`config.mk`:
```
export PLATFORM = sky130hd
export DESIGN_NAME = mult_div_unit
export DESIGN_NICKNAME = d
export VERILOG_FILES = /design/src/rtl/mult_div_unit.sv
export SDC_FILE = /design/constraint.sdc
export NUM_CORES = 1
export LEC_CHECK = 0
export CAP_MARGIN = 20
export CORE_MARGIN = 2
export CORE_UTILIZATION = 59
export CTS_CLUSTER_DIAMETER = 200
export DETAILED_ROUTE_END_ITERATION = 10
export GPL_ROUTABILITY_DRIVEN = 0
export HOLD_SLACK_MARGIN = 0.12
export PLACE_DENSITY = 0.81
export SLEW_MARGIN = 20
export SYNTH_ARGS = -nofsm -noshare
export SYNTH_HDL_FRONTEND = slang
export SYNTH_SLANG_ARGS = --single-unit
```
`constraint.sdc`:
```
create_clock -name clk -period 6.8 [get_ports clk]
set_clock_uncertainty 0.1 [all_clocks]
set_input_delay 1.36 -clock clk [delete_from_list [all_inputs] [get_ports clk]]
set_output_delay 1.36 -clock clk [all_outputs]
set_load 0.05 [all_outputs]
```
`src/rtl/mult_div_unit.sv`:
```
// mult_div_unit: iterative multiply/divide unit with HI/LO registers; divide datapath enabled by `define MDU_DIV_EN
module mult_div_unit #(
   parameter int WIDTH = 32
) (
   input  logic             clk,
   input  logic             rst,
   input  logic             In_Start,
   input  logic [2:0]       In_Op,
   input  logic [WIDTH-1:0] In_A,
   input  logic [WIDTH-1:0] In_B,
   input  logic             In_Read_Sel,
   output logic             Out_Busy,
   output logic             Out_Done,
   output logic [WIDTH-1:0] Out_Data,
   output logic             Out_Illegal
);
   localparam int CW = $clog2(WIDTH);
   typedef enum logic [1:0] {IDLE, MUL, DIV, FIXUP} state_t;
   state_t state, state_nxt;
   logic [WIDTH-1:0] hi, lo, ma, mag_a, mag_b;
   logic [2*WIDTH-1:0] p, p_nxt, res;
   logic [WIDTH:0] add_sum;
   logic [CW-1:0] cnt;
   logic neg_q, accept, op_mul, op_div, op_legal, sgn, sa, sb;
`ifdef MDU_DIV_EN
   logic [WIDTH-1:0] mb, a_raw;
   logic [WIDTH:0] r1, diff;
   logic neg_r, is_div;
`endif
   assign accept = In_Start && state == IDLE;
   assign op_mul = In_Op[2:1] == 2'b00;
`ifdef MDU_DIV_EN
   assign op_div = In_Op[2:1] == 2'b01;
`else
   assign op_div = 1'b0;
`endif
   assign op_legal = op_mul || op_div || In_Op[2:1] == 2'b10;
   assign sgn = !In_Op[0];
   assign sa = sgn && In_A[WIDTH-1];
   assign sb = sgn && In_B[WIDTH-1];
   assign mag_a = sa ? -In_A : In_A;
   assign mag_b = sb ? -In_B : In_B;
   assign Out_Busy = state != IDLE;
   assign Out_Data = In_Read_Sel ? hi : lo;
   // next-state: iterate WIDTH cycles, one fixup cycle, then back to idle
   always_comb begin
      state_nxt = state;
      case (state)
         IDLE:    state_nxt = !accept ? IDLE : op_mul ? MUL : op_div ? DIV : IDLE;
         MUL,
         DIV:     state_nxt = cnt == CW'(WIDTH-1) ? FIXUP : state;
         default: state_nxt = IDLE;
      endcase
   end
   // one shift-add / restoring shift-subtract step, and the sign-corrected result
   always_comb begin
      add_sum = {1'b0, p[2*WIDTH-1:WIDTH]} + (p[0] ? {1'b0, ma} : '0);
`ifdef MDU_DIV_EN
      r1 = {p[2*WIDTH-1:WIDTH], p[WIDTH-1]};
      diff = r1 - {1'b0, mb};
      p_nxt = state == MUL ? {add_sum, p[WIDTH-1:1]} :
              diff[WIDTH] ? {r1[WIDTH-1:0], p[WIDTH-2:0], 1'b0} : {diff[WIDTH-1:0], p[WIDTH-2:0], 1'b1};
      res = !is_div ? (neg_q ? -p : p) :
            mb == '0 ? {a_raw, {WIDTH{1'b1}}} :
            {neg_r ? -p[2*WIDTH-1:WIDTH] : p[2*WIDTH-1:WIDTH], neg_q ? -p[WIDTH-1:0] : p[WIDTH-1:0]};
`else
      p_nxt = {add_sum, p[WIDTH-1:1]};
      res = neg_q ? -p : p;
`endif
   end
   // state, operand latches, iteration registers and HI/LO
   always_ff @(posedge clk or posedge rst) begin
      if (rst) begin
         state <= IDLE;
         hi <= '0;
         lo <= '0;
         ma <= '0;
         p <= '0;
         cnt <= '0;
         neg_q <= 1'b0;
         Out_Done <= 1'b0;
         Out_Illegal <= 1'b0;
`ifdef MDU_DIV_EN
         mb <= '0;
         a_raw <= '0;
         neg_r <= 1'b0;
         is_div <= 1'b0;
`endif
      end else begin
         state <= state_nxt;
         Out_Done <= state == FIXUP;
         Out_Illegal <= accept && !op_legal;
         if (accept && (op_mul || op_div)) begin
            ma <= mag_a;
            p <= {{WIDTH{1'b0}}, op_mul ? mag_b : mag_a};
            cnt <= '0;
            neg_q <= sa ^ sb;
`ifdef MDU_DIV_EN
            mb <= mag_b;
            a_raw <= In_A;
            neg_r <= sa;
            is_div <= op_div;
`endif
         end else if (state == MUL || state == DIV) begin
            p <= p_nxt;
            cnt <= cnt + CW'(1);
         end
         if (accept && In_Op == 3'b100) hi <= In_A;
         if (accept && In_Op == 3'b101) lo <= In_A;
         if (state == FIXUP) {hi, lo} <= res;
      end
   end
endmodule

```
; ---- Word-level counts from Yosys, hierarchy flattened
; Cells that the tools add are included.
[totals]
in_bits = 71
output_inout_bits = 35
register_bits = 170
elab_cells = 59
rom_bits = 0
ramBits = 0
memories = 0
latch_bits = 0
[classes]
mux = 18
magnitude_cmp = 0
div = 0
n_shift = 0
addsub = 5
eq_ne = 8
bitwise = 1
n_reduce_logical = 18
mul = 0
[op_table]
columns = operator, n
row1 = two-way mux 32 bit, 9
row2 = two-way mux 64 bit, 3
row3 = negation 32 bit, 2
row4 = negation 64 bit, 1
row5 = adder 32 x 32 -> 33 bit, 1
row6 = two-way mux 5 bit, 2
row7 = nonzero test 2 bit, 4
row8 = logical AND 1 bit, 7
row9 = == test 2 bit (second input constant), 3
row10 = == test 3 bit (second input constant), 2
row11 = adder 5 x 1 -> 5 bit (second input constant), 1
row12 = == test 5 bit (second input constant), 1
row13 = zero test 2 bit, 2
row14 = case mux 2 bit (2 select lines), 1
row15 = == test 2 x 1 -> 1 bit (second input constant), 1
row16 = zero test 1 bit, 2
row17 = logical OR 1 bit, 2
row18 = two-way mux 1 bit, 2
row19 = two-way mux 2 bit, 1
row20 = != test 2 bit (second input constant), 1
row21 = OR reduction 2 bit, 1
row22 = XOR 1 bit, 1

; ---- Longest topological paths before layout
[depth]
depth_word = 5
mapped_depth = 13
ltp_nobuf = 11

; ---- Least setup slack after synthesis
; OpenSTA, ideal clock, no wires.
[synth_path]
path_kind = input to output
from = input In_Read_Sel
to = output Out_Data[10]
arrival_time_ps = 2373
path_slack_ps = 2967
n_path_buf = 2
path_stages = 3
cell_sequence = clkbuf_1 -> buf_1 -> mux2_2
[synth_between]
elab_chain_cells = 1
[synth_lines]
columns = item, line_no
row1 = start: declaration, 11  ; input logic In_Read_Sel,
row2 = two-way mux 32 bit, 44  ; assign Out_Data = In_Read_Sel ? hi : lo;
row3 = end: declaration, 14  ; output logic [WIDTH-1:0] Out_Data,
; No other way between the ends.

; ---- Worst setup path after layout
[layout_path]
from = input In_Read_Sel
to = output Out_Data[3]
; Same word-level chain as after synthesis.

==> results.md <==
- Status: finished clean
- Max Slew Vio Count: 0
- Post-synth top cells: dfrtp_1 (170), nand2_1 (169), o21ai_0 (148), a21oi_1 (99), nor2_1 (91)
- Switching pwr: 1.860 mW
- Final Setup Violations: 0
- Final hold slack: ~370 ps
- Fin. Hold Viols: 0
- Buf+Inv Stages, Crit Path: 3
- Critical path's most frequent cell: clkdlybuf4s50_1
- WS Path Type: in2out
- R2R Setup Slk: roughly 2500 ps
- Cell Area, Synth: between 10,000 and 15,000 µm²
- Post-synthesis mux area share: a little over a tenth
- Clock sink count: 170
- Number of enable flip-flop cells after synthesis: 0
- Max capacitance violation total: 0
- Core area: between 20,000 and 25,000 µm²
- Syn_area_per_cell: 8.579 µm²
- Die Y-Extent: 148.7 µm
- Gate power share: around 40%
- Setup TNS: 0 ps
- Max VDD drop: roughly 0.20 mV
- Switching share of total power: a little over two fifths
- Total Routing Usage GR: a little under a third
- Vias/cell: 6.188
- Congestion Overflow GR: 0
- Die area: 22,110 µm²
- CP max stage cell: clkdlybuf4s50_1
- Cell variety after synth: 62
- WP data required: approximately 5300 ps
- CTS H-tree depth: 4
- Drt total wl: 32,940 µm
- Pin count of the biggest net entering global routing: between 100 and 150
- Sequence of cells on the critical path: clkdlybuf4s50_1 -> buf_4 -> mux2_2 -> clkdlybuf4s50_1
- Design Power: 4.426 mW
- Compound-Gate Fraction of Synth Area: between 10% and 20%
- Fin crit share: between 70% and 80%
- Syn_nets: ~1.6k
- HP Start: ma[10]
- First-pass GRT wire length: between 50,000 and 60,000 µm
- Layout cell share with drive strength beyond 1: under 10%
- Pleak: 5.728 nW
- Number of routed nets with antenna violations: 0
- PwrDens: around 310 nW/µm²
- Post-Synth Adder-Cell Area: just over 4%
- Length of routed met3 wiring: between 2000 and 2500 µm
- Clock buffer depth: 2
- Sequential share of the synthesized area: between 30% and 40%
- TritonCTS clock tree: yes
- Internal power: approximately 2.6 mW
- Nets: roughly 1.6k
- DRC Markers: 0
- Top-area cell type share of the netlist area: 34.43%
- Drt initial violations: a little over 800
- # rows: between 50 and 60
- Hold Path Depth: 2
- Die width: between 100 and 150 µm
- Sequential power share: a little under two fifths
- CP arrival: 3340 ps
- Synth top area cells: dfrtp_1 (34%), mux2i_1 (7.0%), xnor2_1 (6.2%)
- Met2 routed WL: ~15,000 µm
- Fmax: 208.2 MHz
- Slew Limit Headroom: between 30% and 40%
- Clock share of power: 21.8%
- Post-synth top area cell: dfrtp_1
- Worst hold path class: reg2reg
- Most frequent cell after synthesis: dfrtp_1
- Minimum clock period: approximately 4800 ps
- Setup bufs post-CTS: 0
- Num ports: between 100 and 150
- Vias in the first global route: about 11k
- Synth Area in XOR/XNOR: roughly 10%
- WL per Instance: roughly 19 µm
- #FFs+latches synth: 170
- Synth Instances: 1,440
- Via Count: about 11k
- CTS root buffer: clkbuf_16
- Worst-Skew Late Latency: around 440 ps
- Num CTS Buffers: 17
- Top layer reached by signal wires: met5
- Reg-to-reg startpoint: p[0]
- Non-Filler Instances: about 1.8k
- Cell family with most CP delay: buffers and inverters
- Worst r2r path cells: 12
- HPWL Detailed: ~24,000 µm
- Reg clk slew, reported paths: roughly 70 ps
- Post-Place Cells: roughly 1.7k
- Worst Tran Pin Value: between 1000 and 1500 ps
- Initial core utilization: between 60% and 70%
- 1st-pass router iterations: 7
- Worst R2R End: p[59]
- Area growth, synth to finish: 14.19%
- Routed length on met1: ~15,000 µm
- Startpoint types: input port
- Worst Path Max Fanout: 32
- RSZ-0062 raised after global routing: false
- Most used DFF post-synth: dfrtp_1
- # hold bufs at CTS: 0
- Asr flop ratio synth: 100.0%
- Main combinational cell family by area after synthesis: simple AND/OR/NAND/NOR gates
- Initial antenna violation count: 2
- # resized after CTS: 0
- Synth Warn #: 0
- Critical path endpoint category: output port
- IO buf count: approximately 110
- CP peak stage delay: between 700 and 800 ps
- Worst Hold End: ma[10]
- Post-Synth Simple-Gate Area: approximately a fifth
## sequential cells by signal (all words and copies together) (netlist names)
signal       cells
p               64
hi              32
lo              32
ma              32
cnt              5
state            2
Out_Done         1
Out_Illegal      1
neg_q            1
## logic make-up after synthesis
logic type,after synthesis
multiplexers,125
AND/OR/NAND/NOR,474
XOR/XNOR,144
AO/OA/AOI/OAI,374
adder cells (fa/ha/maj),40
buffers and inverters,113
flip-flops,170
## layer usage
metal / GRT usage [%] / up-vias
li1: - / 5214
met1: 42.89 / 5268
met2: 48.50 / 411
met3: 4.356 / 64
met4: 9.571 / 2
met5: 0 / -
## power by group through the flow
stage	combinational (mW)	clock, mW	sequential [mW]
after floorplan	1.39	0	1.50
after detailed placement	1.75	0	1.66
final	1.79	0.966	1.67
after CTS	1.77	0.975	1.65
after global placement	1.71	0	1.66
after global routing	1.96	1.02	1.70
## cells in the final DEF, fill, tap and decap left out, types with 11 or more instances in the layout
| cell | synthesis | final |
|---|---|---|
| dfrtp_1 | 170 | 169 |
| buf_4 | 0 | 11 |
| nor4_1 | 13 | 13 |
| clkdlybuf4s50_1 | 0 | 105 |
| nand4_1 | 11 | 11 |
| and2_1 | 34 | 34 |
| nand2_1 | 169 | 169 |
| a21o_1 | 15 | 15 |
| a211oi_1 | 28 | 28 |
| nor2b_1 | 31 | 31 |
| a21oi_1 | 99 | 99 |
| or3_1 | 18 | 18 |
| a31oi_1 | 11 | 11 |
| nor3_1 | 26 | 26 |
| xor2_1 | 57 | 57 |
| nor2_1 | 91 | 90 |
| o21ai_0 | 148 | 148 |
| o31ai_1 | 19 | 19 |
| ha_1 | 39 | 37 |
| or4_1 | 20 | 20 |
| mux2i_1 | 86 | 86 |
| xnor2_1 | 87 | 87 |
| nand3_1 | 18 | 17 |
| mux2_2 | 39 | 39 |
| o41ai_1 | 19 | 19 |
| clkbuf_16 | 0 | 17 |
| inv_1 | 24 | 23 |
| nand2b_1 | 11 | 11 |
## through the flow
| stage | area [µm²] | worst slack, ps | util (%) |
|---|---|---|---|
| 2_1_floorplan | 12350 | 736.6 | - |
| 3_3_place_gp | 13530 | 2055 | 66.44 |
| 3_5_place_dp | 13530 | 2008 | 66.44 |
| 4_1_cts | 14100 | 2010 | 69.25 |
| 5_1_grt | 14100 | 1956 | 69.26 |
| 6_report | 14110 | 1997 | 69.27 |
## cell type report
type / instances / area [µm²]
diodes: 2 / 5.005
clock buffers: 18 / 439.2
clock inverters: 14 / 133.9
fillers: 1585 / 6257
inverters: 24 / 95.09
multi-input cells: 1157 / 7707
flip-flops and latches: 170 / 4255
well taps: 270 / 337.8
repair buffers: 116 / 1134
## worst min-delay path: cells and delay by family, from the launching register on
family           cells  cell delay (ps)
flip-flops           1              340
AND/OR/NAND/NOR      1               50
AO/OA/AOI/OAI        1               60
## worst max path at each step
stage                     start          end  slack (ps)  cells after the start
CTS                 In_Read_Sel  Out_Data[3]        2010                      4
global route        In_Read_Sel  Out_Data[3]        1960                      4
detailed placement  In_Read_Sel  Out_Data[3]        2010                      4
floorplan                   rst     Out_Done         740                      1
finish              In_Read_Sel  Out_Data[3]        2000                      4
global placement    In_Read_Sel  Out_Data[7]        2050                      4
Power figures use the tool's default switching activity.
